$ cat config.mk
export PLATFORM = sky130hd
export DESIGN_NAME = tempo_scheduler
export DESIGN_NICKNAME = d
export VERILOG_FILES = /design/src/rtl/tempo_scheduler.sv
export SDC_FILE = /design/constraint.sdc
export NUM_CORES = 1
export LEC_CHECK = 0
export ABC_AREA = 0
export ABC_CLOCK_PERIOD_IN_PS = 11600
export CORE_MARGIN = 1.5
export CORE_UTILIZATION = 64
export CTS_CLUSTER_SIZE = 40
export DETAILED_ROUTE_END_ITERATION = 10
export PLACE_DENSITY = 0.87
export REMOVE_ABC_BUFFERS = 1
export SYNTH_ARGS = -nofsm -noshare
export SYNTH_HDL_FRONTEND = slang
export SYNTH_SLANG_ARGS = --single-unit
$ cat constraint.sdc
create_clock -name clk -period 11.6 [get_ports clk]
set_input_delay 1.74 -clock clk [delete_from_list [all_inputs] [get_ports clk]]
set_output_delay 1.74 -clock clk [all_outputs]
set_load 0.02 [all_outputs]
$ cat src/rtl/tempo_scheduler.sv
// tempo_scheduler: note-tick tempo controller. A reloadable down-counter sets the
// tick rate, which speeds up with difficulty level; supports pause and fixed song length.
//
// state  | meaning
// IDLE   | waiting for start after reset
// LOAD   | one cycle; clear level/song progress, load period(0)
// RUN    | counter decrements; tick and reload at zero
// PAUSED | counter, level and tick counters frozen
// DONE   | song finished; waiting for start
module tempo_scheduler #(
  parameter int                RATE_W          = 28,
  parameter logic [RATE_W-1:0] BASE_PERIOD     = 28'd12_499_999,
  parameter logic [RATE_W-1:0] STEP            = 28'd1_000_000,
  parameter logic [RATE_W-1:0] MIN_PERIOD      = 28'd2_499_999,
  parameter int                TICKS_PER_LEVEL = 16,
  parameter int                MAX_LEVEL       = 7,
  parameter int                SONG_TICKS      = 256
) (
  input  logic              clk,
  input  logic              reset,
  input  logic              start,
  input  logic              pause,
  output logic              tick,
  output logic [RATE_W-1:0] period_out,
  output logic [2:0]        level,
  output logic              busy,
  output logic              paused,
  output logic              done
);

  localparam int PW     = RATE_W + 3;
  localparam int LVL_W  = (TICKS_PER_LEVEL > 1) ? $clog2(TICKS_PER_LEVEL) : 1;
  localparam int SONG_W = (SONG_TICKS > 1) ? $clog2(SONG_TICKS) : 1;

  localparam logic [LVL_W-1:0]  LVL_LAST  = LVL_W'(TICKS_PER_LEVEL - 1);
  localparam logic [SONG_W-1:0] SONG_LAST = SONG_W'(SONG_TICKS - 1);
  localparam logic [2:0]        LEVEL_MAX = 3'(MAX_LEVEL);

  typedef enum logic [2:0] {
    S_IDLE   = 3'd0,
    S_LOAD   = 3'd1,
    S_RUN    = 3'd2,
    S_PAUSED = 3'd3,
    S_DONE   = 3'd4
  } state_t;

  state_t              state;
  logic [RATE_W-1:0]   counter;
  logic [LVL_W-1:0]    lvl_cnt;
  logic [SONG_W-1:0]   song_cnt;

  logic                lvl_wrap;
  logic                song_last;
  logic [2:0]          level_up;
  logic [2:0]          level_nxt;
  logic [RATE_W-1:0]   reload;

  // Product is widened so a large level*STEP clamps to the floor instead of wrapping.
  function automatic logic [RATE_W-1:0] period_of(input logic [2:0] lvl);
    logic [PW-1:0] prod;
    logic [PW:0]   need;
    logic [PW:0]   base_x;
    prod   = PW'(lvl) * PW'(STEP);
    need   = {1'b0, prod} + (PW+1)'(MIN_PERIOD);
    base_x = (PW+1)'(BASE_PERIOD);
    if (base_x < need)
      period_of = MIN_PERIOD;
    else
      period_of = RATE_W'(base_x - {1'b0, prod});
  endfunction

  assign tick      = (state == S_RUN) && (counter == '0);
  assign lvl_wrap  = (lvl_cnt == LVL_LAST);
  assign song_last = (song_cnt == SONG_LAST);
  assign level_up  = (level >= LEVEL_MAX) ? level : level + 3'd1;
  assign level_nxt = lvl_wrap ? level_up : level;
  assign reload    = period_of(level_nxt);

  always_ff @(posedge clk) begin
    if (reset) begin
      state      <= S_IDLE;
      counter    <= BASE_PERIOD;
      level      <= '0;
      lvl_cnt    <= '0;
      song_cnt   <= '0;
      period_out <= BASE_PERIOD;
      busy       <= 1'b0;
      paused     <= 1'b0;
      done       <= 1'b0;
    end else begin
      period_out <= period_of(level);
      case (state)
        S_IDLE: begin
          if (start) begin
            state <= S_LOAD;
            busy  <= 1'b1;
          end
        end
        S_LOAD: begin
          level    <= '0;
          lvl_cnt  <= '0;
          song_cnt <= '0;
          counter  <= period_of(3'd0);
          state    <= S_RUN;
        end
        S_RUN: begin
          if (tick) begin
            counter  <= reload;
            level    <= level_nxt;
            lvl_cnt  <= lvl_wrap ? '0 : lvl_cnt + 1'b1;
            song_cnt <= song_cnt + 1'b1;
          end else begin
            counter <= counter - 1'b1;
          end
          // The final tick ends the song even if pause arrives with it.
          if (tick && song_last) begin
            state <= S_DONE;
            busy  <= 1'b0;
            done  <= 1'b1;
          end else if (pause) begin
            state  <= S_PAUSED;
            paused <= 1'b1;
          end
        end
        S_PAUSED: begin
          if (!pause) begin
            state  <= S_RUN;
            paused <= 1'b0;
          end
        end
        S_DONE: begin
          if (start) begin
            state <= S_LOAD;
            busy  <= 1'b1;
            done  <= 1'b0;
          end
        end
        default: begin
          state  <= S_IDLE;
          busy   <= 1'b0;
          paused <= 1'b0;
          done   <= 1'b0;
        end
      endcase
    end
  end

endmodule

==> qor.yml <==
status: "completed"
post-cts-setup-buffers: 0
synth.most_common_cell: "dfxtp_1"
finalSetupTns_ns: 0
max_cap_violations: 0
n_fill_cell: 567
grt_usage_pct: 29.6
timing.hold.ws_ns: 0.479
core_area_sq_mm: 0.00718
avgSynthCellArea_sq_um: 8.04
post-route-min-period_ns: 5.83
crit_fanout: 16
design_area_sq_mm: 0.00516
grt_pass1_vias: 3837
worst_pin_slew_ns: 0.994
max_slew_margin_pct: 33.4
synthFlopType: "dfxtp_1"
ioPinCount: 39
antenna_left: 0
rsz0062_at_grt: "no"
ys_types: 60
layout-area-overhead-vs-synth_pct: 10.1
dpl_cell_area_sq_mm: 0.00496
vias: 4260
cts_resized: 0
row_count: 31
ff2ff_setup_slack_ns: 5.77
die_w_microns: 88.6
setup_violations: 0
wirelength_microns: 11100
synth-seq-cells: 65
synth_compound_gate_area_share_pct: 20.7
critical_path_class: "flop to flop"
muxShareOfSynthArea_pct: 0.880
grt_first_pass_wirelength_microns: 18100
firstDrtPassIters: 5
layout.nets: 650
fin_cells: 702
drt-wirelength-per-cell_microns: 15.8
place.gp.congestion: 0.961
gr-total-overflow: 0
htree_levels: 3
die_h_microns: 88.6
drcViolationCount: 0
drive_gt1_share_pct: 4.31
synth_top_area_share_pct: 27.7
clock-sinks: 65
syn_inst: 583
hold_violations: 0
synth_top_family_by_area: "simple AND/OR/NAND/NOR gates"
start_util_pct: 65.4
cp.arrival_ns: 6.06
synth_enable_flop_cells: 0
die_area_sq_mm: 0.00785
synth.yosys.seq_area_share_pct: 27.7
cts_buffers: 9
synthTopCellsByCount: "65 x dfxtp_1, 51 x nand2_1, 47 x a21oi_1"
ir_drop_mv: 0.0716
drt_iter0_drc: 304
startpoint_type: "flop"
synth_simple_gate_area_share_pct: 21.7
fin_ws_ns: 5.77
cts_root_buf: "clkbuf_8"
postCtsHoldBufs: 0
yosysWarnings: 0
fmax_mhz: 172
diodes: 0
hp-class: "flop to flop"
place_ws_ns: 5.85
dp_hpwl_microns: 8000
synth_area_leaders: "dfxtp_1 28%, ha_1 11%, a21oi_1 5.0%"
cts_tree: "built"
clockBufferDepth: 2
synthArstFlopShare_pct: 0
syn_area_sq_mm: 0.00469
synth-xor-area-share_pct: 8.59
grt_max_degree: 39
portBuffers: 27
dpl.cell_count: 686
yosysTopAreaCell: "dfxtp_1"
cp-end-kind: "flop"
leakage_nw: 2.13
required_ns: 11.83
path_clk_slew_ns: 0.08
powerDensity_mw_per_mm2: 91.6
grt_antenna_before_repair: 0
synth_fa_ha_area_share_pct: 13.6
clk_latency_ns: 0.36
fin_crit_sh_pct: 50.2
maxSlewViolCount: 0
vias_per_cell: 6.07
skew_ns: 0.0148
-- state kept, by name (all words and copies together), names as in the netlist --
signal and count:
counter 28, period_out 16, song_cnt 8, lvl_cnt 4, level 3, state 3, busy 1, done 1
paused 1
-- report_power, final --
part	switching, mW	leakage [nW]	internal, mW
sequential	0.00429	0.526	0.227
clock	0.0991	0.0966	0.101
combinational	0.0288	1.51	0.0129
total	0.132	2.13	0.340
-- critical path: stages, from the launching register on --
cell	delay, ns
dfxtp_1	0.69
ha_1	0.43
nand2_1	0.09
nand3_1	0.12
mux2i_1	0.69
inv_1	0.29
ha_1	0.44
xnor2_1	0.19
fa_1	0.50
nand2b_1	0.17
a21oi_1	0.16
xor2_1	0.42
o2111ai_1	0.19
o2111ai_1	0.77
nand3_1	0.17
a221o_1	0.36
-- cell families (layout without fill, tap and decap cells) --
logic type               Yosys count  after routing
AO/OA/AOI/OAI                    151            151
XOR/XNOR                          46             46
adder cells (fa/ha/maj)           48             48
AND/OR/NAND/NOR                  198            198
buffers and inverters             69             80
multiplexers                       4              4
flip-flops                        65             65
other                              2             11
-- metal layers --
layer | global-route usage, % | share of wire [%] | up-vias
met1 | 38.0 | 44 | 1986
li1 | - | - | 2094
met5 | 0 | 0 | -
met3 | 5.13 | 6.0 | 24
met4 | 9.66 | 1.8 | 0
met2 | 50.6 | 48 | 156
-- path summary, 6_finish.rpt --
| path | startpoint | depth (start not counted) | end |
|---|---|---|---|
| max reg2reg | level[2]$_SDFFE_PP0P_ | 15 | counter[10]$_SDFFE_PP1P_ |
| min reg2reg | song_cnt[5]$_SDFFE_PP0P_ | 2 | song_cnt[5]$_SDFFE_PP0P_ |
| min | song_cnt[5]$_SDFFE_PP0P_ | 2 | song_cnt[5]$_SDFFE_PP0P_ |
| max | level[2]$_SDFFE_PP0P_ | 15 | counter[10]$_SDFFE_PP1P_ |
-- cell usage in the layout, fill, tap and decap left out, drive strengths merged, types with 4 or more instances in the layout --
| master | n |
|---|---|
| nand3b | 4 |
| a211oi | 7 |
| nor3 | 14 |
| nand2 | 51 |
| and3 | 11 |
| clkbuf | 9 |
| o2111ai | 6 |
| a311oi | 4 |
| nor2 | 44 |
| nand2b | 9 |
| dfxtp | 65 |
| nand4 | 8 |
| conb | 11 |
| xor2 | 24 |
| a31oi | 8 |
| or3 | 5 |
| nor4 | 11 |
| nand3 | 25 |
| buf | 4 |
| a21o | 13 |
| o21ai | 30 |
| xnor2 | 22 |
| inv | 36 |
| ha | 43 |
| nand4b | 4 |
| fa | 5 |
| or4 | 4 |
| clkdlybuf4s50 | 27 |
| nor3b | 4 |
| o211ai | 6 |
| a21oi | 47 |
-- cell type report --
type / instances / area, sq um / area share (%)
Clock inverter: 7 / 76.3 / 1.48
Timing Repair Buffer: 31 / 300 / 5.82
Multi-Input combinational cell: 458 / 3110 / 60.3
Tap cell: 99 / 124 / 2.40
Inverter: 33 / 124 / 2.40
Clock buffer: 9 / 124 / 2.40
Sequential cell: 65 / 1300 / 25.2
-- through the flow --
stage / power [mW] / utilization (%)
floorplan: 0.262 / -
global placement: 0.275 / 69.2
detailed placement: 0.277 / 69.2
CTS: 0.472 / 71.9
global route: 0.488 / 71.9
finish: 0.473 / 71.9
Note: power is estimated with default switching activity, not from simulation.
